**src/rtl/dither_pkg.sv**
```systemverilog
// dither_pkg
// Shared definitions for the dithering accelerator.
// Contents:
//   - image geometry constants;
//   - the pixel loader FSM state type;
//   - a helper that sizes FIFO pointers.
package dither_pkg;

    localparam int IMG_X             = 16;
    localparam int IMG_Y             = 16;
    localparam int IMG_SIZE          = IMG_X * IMG_Y;
    localparam int IMG_ADDR_W        = $clog2(IMG_SIZE);
    localparam int PIXEL_W           = 8;
    localparam int LOADER_FIFO_DEPTH = 4;

    typedef enum logic [1:0] {
        IDLE,
        LOAD,
        DRAIN,
        DONE
    } loader_state_t;

    // Pointers carry one extra wrap bit above the index.
    // With that bit, full and empty can be told apart
    // without a separate occupancy register.
    function automatic int fifoPtrWidth(input int depth);
        return $clog2(depth) + 1;
    endfunction

endpackage

```
**src/rtl/loader_fifo.sv**
```systemverilog
// loader_fifo
// Synchronous first-word fall-through FIFO. It absorbs SRAM backpressure
// between the pixel byte interface and the image SRAM write port.
// Ports:
//   i_clk, i_rst_n : clock and asynchronous active-low reset.
//   i_clear        : synchronous flush of both pointers.
//   i_push, i_data : write an entry; ignored when full.
//   i_pop          : discard the head entry; ignored when empty.
//   o_data         : current head entry, valid whenever o_empty is low.
//   o_full, o_empty, o_count : occupancy status.
module loader_fifo
    import dither_pkg::*;
#(
    parameter  int WIDTH = 8,
    parameter  int DEPTH = 4,
    localparam int PTR_W = fifoPtrWidth(DEPTH)
) (
    input  logic             i_clk,
    input  logic             i_rst_n,
    input  logic             i_clear,
    input  logic             i_push,
    input  logic [WIDTH-1:0] i_data,
    input  logic             i_pop,
    output logic [WIDTH-1:0] o_data,
    output logic             o_full,
    output logic             o_empty,
    output logic [PTR_W-1:0] o_count
);

    localparam int IDX_W = PTR_W - 1;

    logic [WIDTH-1:0] r_mem [DEPTH];
    logic [PTR_W-1:0] r_wrPtr;
    logic [PTR_W-1:0] r_rdPtr;
    logic             w_doPush;
    logic             w_doPop;

    // The FIFO is full when the indices match but the wrap bits differ.
    // It is empty when the whole pointers are equal.
    assign o_full   = (r_wrPtr[IDX_W] != r_rdPtr[IDX_W]) &&
                      (r_wrPtr[IDX_W-1:0] == r_rdPtr[IDX_W-1:0]);
    assign o_empty  = (r_wrPtr == r_rdPtr);
    assign o_count  = r_wrPtr - r_rdPtr;
    assign o_data   = r_mem[r_rdPtr[IDX_W-1:0]];
    assign w_doPush = i_push && !o_full;
    assign w_doPop  = i_pop && !o_empty;

    // Pointer update. A flush wins over any push or pop in the same cycle,
    // so a new frame always starts from an empty buffer.
    always_ff @(posedge i_clk or negedge i_rst_n) begin
        if (!i_rst_n) begin
            r_wrPtr <= '0;
            r_rdPtr <= '0;
        end else if (i_clear) begin
            r_wrPtr <= '0;
            r_rdPtr <= '0;
        end else begin
            if (w_doPush) r_wrPtr <= r_wrPtr + PTR_W'(1);
            if (w_doPop)  r_rdPtr <= r_rdPtr + PTR_W'(1);
        end
    end

    // Storage has no reset. An entry is only ever read after it has been
    // written, because the read side is gated by o_empty.
    always_ff @(posedge i_clk) begin
        if (w_doPush) r_mem[r_wrPtr[IDX_W-1:0]] <= i_data;
    end

endmodule

```
**src/rtl/spi_pixel_loader.sv**
```systemverilog
// spi_pixel_loader
// Ingest stage of the dithering accelerator.
// Operation:
//   - Arms on MCU_TX_RDY.
//   - Accepts one greyscale byte per byte_valid cycle.
//   - Buffers the bytes in a small FIFO.
//   - Writes them to image SRAM addresses 0..IMAGE_SIZE-1 in arrival order.
//   - Pulses load_done once the last pixel has been committed.
// Ports:
//   MAX10_CLK1_50, KEY0 : clock, asynchronous active-low reset.
//   MCU_TX_RDY          : start request, sampled only while idle.
//   external_SPI_data, byte_valid : incoming pixel stream.
//   mem_ready           : SRAM accepts a write this cycle.
//   sram_addr, sram_wdata, sram_we : SRAM write port.
//   busy, load_done, overflow, pixel_count : status.
module spi_pixel_loader
    import dither_pkg::*;
#(
    parameter int IMAGEX           = IMG_X,
    parameter int IMAGEY           = IMG_Y,
    parameter int IMAGE_SIZE       = IMAGEX * IMAGEY,
    parameter int IMAGE_ADDR_WIDTH = $clog2(IMAGE_SIZE),
    parameter int RGB_SIZE         = PIXEL_W,
    parameter int FIFO_DEPTH       = LOADER_FIFO_DEPTH
) (
    input  logic                        MAX10_CLK1_50,
    input  logic                        KEY0,
    input  logic                        MCU_TX_RDY,
    input  logic [RGB_SIZE-1:0]         external_SPI_data,
    input  logic                        byte_valid,
    input  logic                        mem_ready,
    output logic [IMAGE_ADDR_WIDTH-1:0] sram_addr,
    output logic [RGB_SIZE-1:0]         sram_wdata,
    output logic                        sram_we,
    output logic                        busy,
    output logic                        load_done,
    output logic                        overflow,
    output logic [IMAGE_ADDR_WIDTH:0]   pixel_count
);

    localparam int                CNT_W     = IMAGE_ADDR_WIDTH + 1;
    localparam int                PTR_W     = fifoPtrWidth(FIFO_DEPTH);
    localparam logic [CNT_W-1:0]  FRAME_LEN = CNT_W'(IMAGE_SIZE);
    localparam logic [CNT_W-1:0]  LAST_ADDR = CNT_W'(IMAGE_SIZE - 1);

    loader_state_t       r_state;
    loader_state_t       w_nextState;
    logic [CNT_W-1:0]    r_pixelCount;
    logic [CNT_W-1:0]    r_wrCnt;
    logic                r_overflow;

    logic                w_arm;
    logic                w_accepting;
    logic                w_push;
    logic                w_drop;
    logic                w_writing;
    logic                w_pop;
    logic                w_lastCommit;
    logic                w_fifoFull;
    logic                w_fifoEmpty;
    logic [PTR_W-1:0]    w_fifoCount;
    logic [RGB_SIZE-1:0] w_fifoHead;

    // Pushes stop once a full frame has been accepted, even if the MCU keeps
    // streaming. A write is committed on any cycle where the head is offered
    // and the SRAM accepts it.
    assign w_arm        = (r_state == IDLE) && MCU_TX_RDY;
    assign w_accepting  = (r_state == LOAD) && (r_pixelCount != FRAME_LEN);
    assign w_push       = w_accepting && byte_valid && !w_fifoFull;
    assign w_drop       = w_accepting && byte_valid && w_fifoFull;
    assign w_writing    = ((r_state == LOAD) || (r_state == DRAIN)) && !w_fifoEmpty;
    assign w_pop        = w_writing && mem_ready;
    // The final pixel is, by construction, the only entry left when it commits.
    assign w_lastCommit = w_pop && (r_wrCnt == LAST_ADDR) && (w_fifoCount == PTR_W'(1));

    loader_fifo #(
        .WIDTH (RGB_SIZE),
        .DEPTH (FIFO_DEPTH)
    ) u_fifo (
        .i_clk   (MAX10_CLK1_50),
        .i_rst_n (KEY0),
        .i_clear (w_arm),
        .i_push  (w_push),
        .i_data  (external_SPI_data),
        .i_pop   (w_pop),
        .o_data  (w_fifoHead),
        .o_full  (w_fifoFull),
        .o_empty (w_fifoEmpty),
        .o_count (w_fifoCount)
    );

    // State register.
    always_ff @(posedge MAX10_CLK1_50 or negedge KEY0) begin
        if (!KEY0) r_state <= IDLE;
        else       r_state <= w_nextState;
    end

    // Next-state logic.
    // When the last byte drains while LOAD is still active, the FSM goes
    // straight to DONE. That keeps load_done exactly one cycle behind the
    // final write.
    always_comb begin
        w_nextState = r_state;
        case (r_state)
            IDLE:  if (MCU_TX_RDY) w_nextState = LOAD;
            LOAD:  if (r_pixelCount == FRAME_LEN)
                       w_nextState = w_lastCommit ? DONE : DRAIN;
            DRAIN: if (w_lastCommit) w_nextState = DONE;
            DONE:  w_nextState = IDLE;
            default: w_nextState = IDLE;
        endcase
    end

    // Frame counters and the sticky overflow flag.
    // Arming clears them. overflow then survives DONE and IDLE, so the MCU
    // can read it back after the frame.
    always_ff @(posedge MAX10_CLK1_50 or negedge KEY0) begin
        if (!KEY0) begin
            r_pixelCount <= '0;
            r_wrCnt      <= '0;
            r_overflow   <= 1'b0;
        end else if (w_arm) begin
            r_pixelCount <= '0;
            r_wrCnt      <= '0;
            r_overflow   <= 1'b0;
        end else begin
            if (w_push) r_pixelCount <= r_pixelCount + CNT_W'(1);
            if (w_drop) r_overflow   <= 1'b1;
            if (w_pop)  r_wrCnt      <= r_wrCnt + CNT_W'(1);
        end
    end

    // sram_addr is the low bits of the write counter. After a complete frame
    // it therefore reads back as 0.
    assign sram_we     = w_writing;
    assign sram_wdata  = w_writing ? w_fifoHead : '0;
    assign sram_addr   = r_wrCnt[IMAGE_ADDR_WIDTH-1:0];
    assign busy        = (r_state == LOAD) || (r_state == DRAIN);
    assign load_done   = (r_state == DONE);
    assign overflow    = r_overflow;
    assign pixel_count = r_pixelCount;

endmodule

```
**config.mk**
```make
export PLATFORM = sky130hd
export DESIGN_NAME = spi_pixel_loader
export DESIGN_NICKNAME = d
export VERILOG_FILES = /design/src/rtl/dither_pkg.sv /design/src/rtl/loader_fifo.sv /design/src/rtl/spi_pixel_loader.sv
export SDC_FILE = /design/constraint.sdc
export NUM_CORES = 1
export LEC_CHECK = 0
export BUFFER_PORTS_ARGS = -buffer_cell sky130_fd_sc_hd__buf_4
export CAP_MARGIN = 20
export CORE_UTILIZATION = 55
export CTS_BUF_LIST = sky130_fd_sc_hd__clkbuf_8
export DETAILED_ROUTE_END_ITERATION = 7
export GPL_ROUTABILITY_DRIVEN = 0
export PLACE_DENSITY = 0.77
export SLEW_MARGIN = 10
export SYNTH_ARGS = -nofsm -noshare
export SYNTH_HDL_FRONTEND = slang
export SYNTH_SLANG_ARGS = --single-unit
export TNS_END_PERCENT = 50
```
**constraint.sdc**
```tcl
create_clock -name MAX10_CLK1_50 -period 3.6 [get_ports MAX10_CLK1_50]
set_input_delay 0.36 -clock MAX10_CLK1_50 [delete_from_list [all_inputs] [get_ports MAX10_CLK1_50]]
set_output_delay 0.36 -clock MAX10_CLK1_50 [all_outputs]
set_load 0.005 [all_outputs]
```
==> impl_metrics.env, run 1 <==
export IMPL_finalSetupTns_ns=0
export IMPL_synth_area_mm2=0.00304
export IMPL_drc_errors=0
export IMPL_synthDistinctLibCells=50
export IMPL_setup_viol=0
export IMPL_grt_pass1_vias=2058
export IMPL_ys_seq_area_share_pct=53.9
export IMPL_clkSinkCount=59
export IMPL_skew_ns=0.00890
export IMPL_overflow=0
export IMPL_cts_setup_buffers=0
export IMPL_n_antenna_cell=0
export IMPL_status="complete, no violations"
export IMPL_numCtsBuffers=9
export IMPL_drtAntennaViolNets=0
export IMPL_avgSynthCellArea_um2=12.8
export IMPL_utilization_pct=68.2
export IMPL_syn_inst=237
export IMPL_cts_tree="yes"
export IMPL_min_period_ns=2.91
export IMPL_areaGrowthSynthToFinish_pct=17.0
export IMPL_num_vias=1987
export IMPL_design_die_area_mm2=0.00582
export IMPL_vdd_ir_drop_max_uv=401
export IMPL_worstPathArrival_ns=2.55
export IMPL_clk_pin_slew_ns=0.07
export IMPL_grt_max_degree=28
export IMPL_final_hold_violation_count=0
export IMPL_placed_area_mm2=0.00335
export IMPL_finalNetCount=306
export IMPL_crit_path_start_kind="flip-flop"
export IMPL_grt_use_total_pct=22.3
export IMPL_final_common_cell="buf_4"
export IMPL_htreeDepth=3
export IMPL_setup_worst_path_start="u_fifo.r_rdPtr[1]"
export IMPL_place_hpwl_um=4070
export IMPL_leakage_nw=1.44
export IMPL_async_flop_share_pct=45.8
export IMPL_io_pins=42
export IMPL_grt_pass1_wl_um=9840
export IMPL_rsz0062_at_grt="no"
export IMPL_avgRoutedWirePerCell_um=16.7
export IMPL_critical_path_class="flip-flop to output port"
export IMPL_crit_path_end_kind="output port"
export IMPL_firstDrtPassIters=4
export IMPL_min_delay_start="external_SPI_data[6]"
export IMPL_worst_pin_slew_ns=0.948
export IMPL_postCtsResizedCells=0
export IMPL_final_cell_mix="buf_4, edfxtp_1, dfrtp_1"
export IMPL_clkLatencyLatePin_ns=0.34
export IMPL_synth_warning_count=0
export IMPL_root_buffer="clkbuf_8"
export IMPL_rows=26
export IMPL_finalCritPeriodShare_pct=80.8
export IMPL_antenna_found_initial=0
export IMPL_fillerInstances=384
export IMPL_fmax_mhz=344
export IMPL_clockBufferDepth=2
export IMPL_worstPathRequired_ns=3.24
export IMPL_die_x_um=76.3
export IMPL_slew_limit_headroom_pct=36.8
export IMPL_drtIter0Drc=103
export IMPL_final_area_mm2=0.00355
export IMPL_cap_violations=0
export IMPL_drive_gt1_share_pct=26.3
export IMPL_syn_nets=267
export IMPL_finalMaxSlewViolations=0
export IMPL_design_core_area_mm2=0.00520
export IMPL_critPathMaxFanout=12
export IMPL_wl_um=5880
export IMPL_die_y_um=76.3
export IMPL_r2r_start="u_fifo.r_rdPtr[1]"
export IMPL_postCtsHoldBufs=1
export IMPL_ys_seq_elements=59
export IMPL_min_path_type="input pin to flip-flop"
export IMPL_power_per_cell_area_mw_per_mm2=816
export IMPL_ys_dominant_reg_cell="edfxtp_1"
export IMPL_routed_via_density=5.66
export IMPL_initial_core_util_pct=58.3
export IMPL_synth_edf_count=32
export IMPL_port_buffers=41
-- power by group --
part | leakage [nW] | internal [mW] | total, mW | switching, mW
combinational | 0.713 | 0.607 | 1.22 | 0.611
clock | 0.102 | 0.318 | 0.590 | 0.273
sequential | 0.625 | 0.913 | 1.09 | 0.178
total | 1.44 | 1.84 | 2.90 | 1.06
-- registers in the layout, indices dropped and copies added, names as in the netlist --
register and cells:
r_wrCnt 9, r_state 2, u_fifo.r_mem 32, pixel_count 9, overflow 1, u_fifo.r_rdPtr 3, u_fifo.r_wrPtr 3
-- cell families (layout without fill, tap and decap cells) --
group | after synthesis | after routing | share of synthesized area (%)
xor+xnor | 13 | 13 | 4.86
compound gates | 42 | 42 | 10.3
simple gates | 68 | 68 | 12.1
buf+inv | 27 | 71 | 4.62
mux | 11 | 11 | 6.97
flops | 59 | 59 | 53.9
fa+ha+maj | 17 | 17 | 7.25
-- per-layer routing --
| layer | track usage (%) | up-vias | share of wire [%] |
|---|---|---|---|
| met3 | 4.43 | 14 | 3.9 |
| met5 | 0 | - | 0 |
| met2 | 35.7 | 44 | 49 |
| met1 | 28.4 | 978 | 45 |
| li1 | - | 951 | - |
| met4 | 12.7 | 0 | 2.6 |
-- worst max-delay path: stages (launching register included) --
cell and delay (ns):
dfrtp_1 0.64, inv_1 0.10, ha_1 0.32, nand2_1 0.18, o21ai_1 0.68, nor2b_1 0.12, buf_4 0.17
-- cell type report --
| type | count | area [um^2] | area share (%) |
|---|---|---|---|
| Timing Repair Buffer | 44 | 333 | 9.37 |
| Multi-Input combinational cell | 151 | 1260 | 35.4 |
| Sequential cell | 59 | 1640 | 46.1 |
| Clock inverter | 7 | 71.3 | 2.01 |
| Tap cell | 70 | 87.6 | 2.47 |
| Inverter | 11 | 41.3 | 1.16 |
| Clock buffer | 9 | 124 | 3.49 |
-- cells in the mapped netlist (2+ instances only) --
cell / count / area [um^2]
edfxtp_1: 32 / 961
dfrtp_1: 27 / 676
nor2_1: 17 / 63.8
ha_1: 16 / 200
a21oi_1: 11 / 55.1
inv_1: 11 / 41.3
nand2_1: 10 / 37.5
nand3_1: 9 / 45.0
buf_4: 8 / 60.1
mux4_2: 8 / 180
nor2b_1: 8 / 50.1
xnor2_1: 7 / 61.3
o31ai_1: 6 / 45.0
or4_1: 6 / 45.0
clkbuf_1: 5 / 18.8
o21ai_0: 5 / 25.0
and2_1: 4 / 25.0
and3_1: 4 / 25.0
xor2_1: 4 / 35.0
o211ai_1: 3 / 22.5
a2111oi_1: 2 / 20.0
a2111oi_2: 2 / 30.0
a211oi_1: 2 / 15.0
mux2i_1: 2 / 20.0
nor4_1: 2 / 12.5
o21ai_1: 2 / 10.0
-- per-stage QoR --
| stage | setup WS (ns) | std cells | power (mW) | hold WS (ns) |
|---|---|---|---|---|
| final | 0.690 | 351 | 2.90 | 0.219 |
| after global routing | 0.460 | 351 | 3.10 | 0.212 |
| after CTS | 0.621 | 351 | 2.93 | 0.206 |
| after detailed placement | 0.803 | 334 | 2.33 | 0.304 |
| after global placement | 0.922 | 334 | 2.28 | 0.294 |
| after floorplan | 1.05 | 237 | 1.90 | 0.0644 |
-- worst paths after layout --
path	end	slack (ns)	depth (start not counted)
max	sram_wdata[3]	0.69	6
min	u_fifo.r_mem[1][6]	0.22	1
max reg2reg	u_fifo.r_mem[0][2]	0.80	5
min reg2reg	overflow	0.50	2
max in group asynchronous	u_fifo.r_rdPtr[1]	2.85	2
min in group asynchronous	r_wrCnt[0]	0.48	2
No activity file was read; power rests on OpenSTA's default activity.
==> inputs of run 2 (changes only) <==
--- a/config.mk
+++ b/config.mk
@@ -5,13 +5,14 @@
 export SDC_FILE = /design/constraint.sdc
 export NUM_CORES = 1
 export LEC_CHECK = 0
+export ABC_AREA = 1
 export BUFFER_PORTS_ARGS = -buffer_cell sky130_fd_sc_hd__buf_4
 export CAP_MARGIN = 20
-export CORE_UTILIZATION = 55
+export CORE_UTILIZATION = 54
 export CTS_BUF_LIST = sky130_fd_sc_hd__clkbuf_8
 export DETAILED_ROUTE_END_ITERATION = 7
 export GPL_ROUTABILITY_DRIVEN = 0
-export PLACE_DENSITY = 0.77
+export PLACE_DENSITY = 0.78
 export SLEW_MARGIN = 10
 export SYNTH_ARGS = -nofsm -noshare
 export SYNTH_HDL_FRONTEND = slang
==> constraint.sdc (replaced) <==
create_clock -name MAX10_CLK1_50 -period 2.62 [get_ports MAX10_CLK1_50]
set_input_delay 0.262 -clock MAX10_CLK1_50 [delete_from_list [all_inputs] [get_ports MAX10_CLK1_50]]
set_output_delay 0.262 -clock MAX10_CLK1_50 [all_outputs]
set_load 0.005 [all_outputs]
==> run 2 against run 1 <==
Compared with the run above:
- final cell count increased by 29%
- largest cell class unchanged
- synthesized cell count increased by 42%
- routed wire length up 13%
- combinational power up 18%
- clock skew fell by 0.0018 ns
- critical endpoint is now sram_wdata[1]
- sequential power is 12% higher
- power is 21% higher
- critical path depth increased by 2
- non-clock buffer count grew 1
- area after synthesis up 3.4%
- final area is 3.2% higher
==> impl_metrics.env, run 2 <==
export IMPL_status="complete, no violations"
export IMPL_worst_pin_slew_ns=0.442
export IMPL_dp_cells=436
export IMPL_avgRoutedWirePerCell_um=14.7
export IMPL_crit_buf_inv=3
export IMPL_worstPathArrival_ns=2.15
export IMPL_ys_dominant_reg_cell="edfxtp_1"
export IMPL_fin_ws_ns=0.205
export IMPL_p_switching_mw=1.41
export IMPL_port_buffers=41
export IMPL_finalMaxSlewViolations=0
export IMPL_final_cell_mix="nand2_1, nor2_1, buf_4"
export IMPL_utilization_pct=66.2
export IMPL_cp_common_cell="nand2_1"
export IMPL_fin_cells=453
export IMPL_grt_use_total_pct=24.1
export IMPL_async_flop_share_pct=45.8
export IMPL_areaGrowthSynthToFinish_pct=16.8
export IMPL_crit_path_start_kind="flip-flop"
export IMPL_clk_pin_slew_ns=0.07
export IMPL_design_core_area_mm2=0.00554
export IMPL_cts_setup_buffers=0
export IMPL_place_ws_ns=0.489
export IMPL_cpLargestDelayFamily="simple AND/OR/NAND/NOR gates"
export IMPL_crit_chain="clkinv_1 -> ha_1 -> nand2_1 -> inv_1 -> nand3_1 -> nand2_1 -> a21oi_1 -> buf_4"
export IMPL_final_common_cell="nand2_1"
export IMPL_clockBufferDepth=2
export IMPL_placed_area_mm2=0.00346
export IMPL_syn_inst=336
export IMPL_grt_pass1_vias=2293
export IMPL_crit_path_end_kind="output port"
export IMPL_final_area_mm2=0.00367
export IMPL_clkPwrFrac_pct=24.1
export IMPL_worstPathRequired_ns=2.36
export IMPL_synth_top_area_share_pct=30.6
export IMPL_synth_largest_area_cell="edfxtp_1"
export IMPL_syn_nets=366
export IMPL_root_buffer="clkbuf_8"
export IMPL_min_path_type="input pin to flip-flop"
export IMPL_cts_tree="yes"
export IMPL_drtIter0Drc=199
export IMPL_clkSinkCount=59
export IMPL_antenna_found_initial=0
export IMPL_routed_via_density=5.38
export IMPL_ys_top_cells_by_count="nand2_1, nor2_1, edfxtp_1"
export IMPL_synthDistinctLibCells=30
export IMPL_wl_um=6650
export IMPL_setup_viol=0
export IMPL_n_antenna_cell=0
export IMPL_synth_warning_count=0
export IMPL_die_y_um=78.2
export IMPL_finalNetCount=406
export IMPL_critical_path_class="flip-flop to output port"
export IMPL_avgSynthCellArea_um2=9.34
export IMPL_overflow=0
export IMPL_rows=27
export IMPL_num_vias=2435
export IMPL_design_die_area_mm2=0.00612
export IMPL_leakage_nw=1.64
export IMPL_die_x_um=78.2
export IMPL_grt_max_degree=28
export IMPL_switching_share_pct=40.3
export IMPL_fillerInstances=453
export IMPL_clkLatencyLatePin_ns=0.35
export IMPL_min_period_ns=2.42
export IMPL_drive_gt1_share_pct=21.3
export IMPL_crit_slowest_cell="dfrtp_1"
export IMPL_vdd_ir_drop_max_uv=741
export IMPL_numCtsBuffers=9
export IMPL_drtAntennaViolNets=0
export IMPL_ys_seq_area_share_pct=52.2
export IMPL_p_int_mw=2.10
export IMPL_p_comb_share_pct=41.1
export IMPL_finalSetupTns_ns=0
export IMPL_fmax_mhz=414
export IMPL_rsz0062_at_grt="no"
export IMPL_synth_edf_count=32
export IMPL_initial_core_util_pct=56.6
export IMPL_cap_violations=0
export IMPL_finalCritPeriodShare_pct=92.2
export IMPL_firstDrtPassIters=4
export IMPL_yosysMostFrequentCell="nand2_1"
export IMPL_skew_ns=0.00708
export IMPL_p_seq_share_pct=34.9
export IMPL_synth_area_mm2=0.00314
export IMPL_largest_reg_flops=32
export IMPL_cpPeakStageDelay_ns=0.36
export IMPL_synthTopCellsByArea="edfxtp_1, dfrtp_1, nand2_1, ha_1, nor2_1"
export IMPL_htreeDepth=3
export IMPL_ys_seq_elements=59
export IMPL_power_per_cell_area_mw_per_mm2=958
export IMPL_drc_errors=0
export IMPL_final_hold_violation_count=0
export IMPL_critPathMaxFanout=10
export IMPL_slew_limit_headroom_pct=70.5
export IMPL_io_pins=42
export IMPL_place_hpwl_um=4820
export IMPL_grt_pass1_wl_um=11000
==> run 2: cells by family (layout without fill, tap and decap cells) <==
family	Yosys count	after routing	synth area share [%]
and+or+nand+nor	161	161	24.4
buffers and inverters	51	96	7.46
xor gates and xnor gates	9	9	2.51
adders and majority gates	17	17	7.02
DFF	59	59	52.2
AOI/OAI and AO/OA	39	39	6.46
==> run 2: power groups by stage <==
stage               combinational [mW]  clock (mW)  sequential (mW)
global route                      1.62       0.905             1.24
CTS                               1.45       0.859             1.22
finish                            1.44       0.846             1.22
detailed placement                1.44           0             1.24
global placement                  1.39           0             1.23
floorplan                        0.937           0             1.22
==> run 2: stage by stage <==
stage,power (mW),hold slack (ns)
finish,3.51,0.123
global route,3.76,0.109
CTS,3.53,0.113
detailed placement,2.68,0.202
global placement,2.63,0.201
floorplan,2.15,-0.0336
==> run 2: what timing repair did <==
| action | 4_1_cts | 5_1_grt |
|---|---|---|
| hold endpoints to repair | 27 | 0 |
| resized for setup | 0 | 0 |
| endpoints found under the setup margin | 0 | 0 |
| hold buffers | 1 | 0 |
==> run 2: path summary, 6_finish.rpt <==
path / startpoint / to / slack (ns) / cells after the start
hold / removal: external_SPI_data[5] / u_fifo.r_mem[1][5] / 0.12 / 1
max in group asynchronous: KEY0 / pixel_count[5] / 1.99 / 2
hold reg to reg: overflow / overflow / 0.52 / 2
setup / recovery: u_fifo.r_rdPtr[1] / sram_wdata[1] / 0.20 / 8
setup reg to reg: u_fifo.r_rdPtr[1] / u_fifo.r_mem[0][2] / 0.48 / 7
min in group asynchronous: KEY0 / u_fifo.r_rdPtr[0] / 0.36 / 2
==> run 2: area by class of cell <==
class	instances	area (um^2)	share of cell area (%)
clock buffer	9	124	3.38
clock inverter	7	76.3	2.08
inverter	35	131	3.58
multi-input combinational	226	1270	34.6
sequential	59	1640	44.6
tap	72	90.1	2.46
timing repair buffer	45	340	9.28
==> run 2: metal layers <==
layer,vias to the layer above,GRT usage (%),part of all wire (%)
met5,-,0,0
met4,0,11.1,2.0
met3,12,5.00,6.1
met2,83,35.7,47
met1,1152,34.1,45
li1,1188,-,-
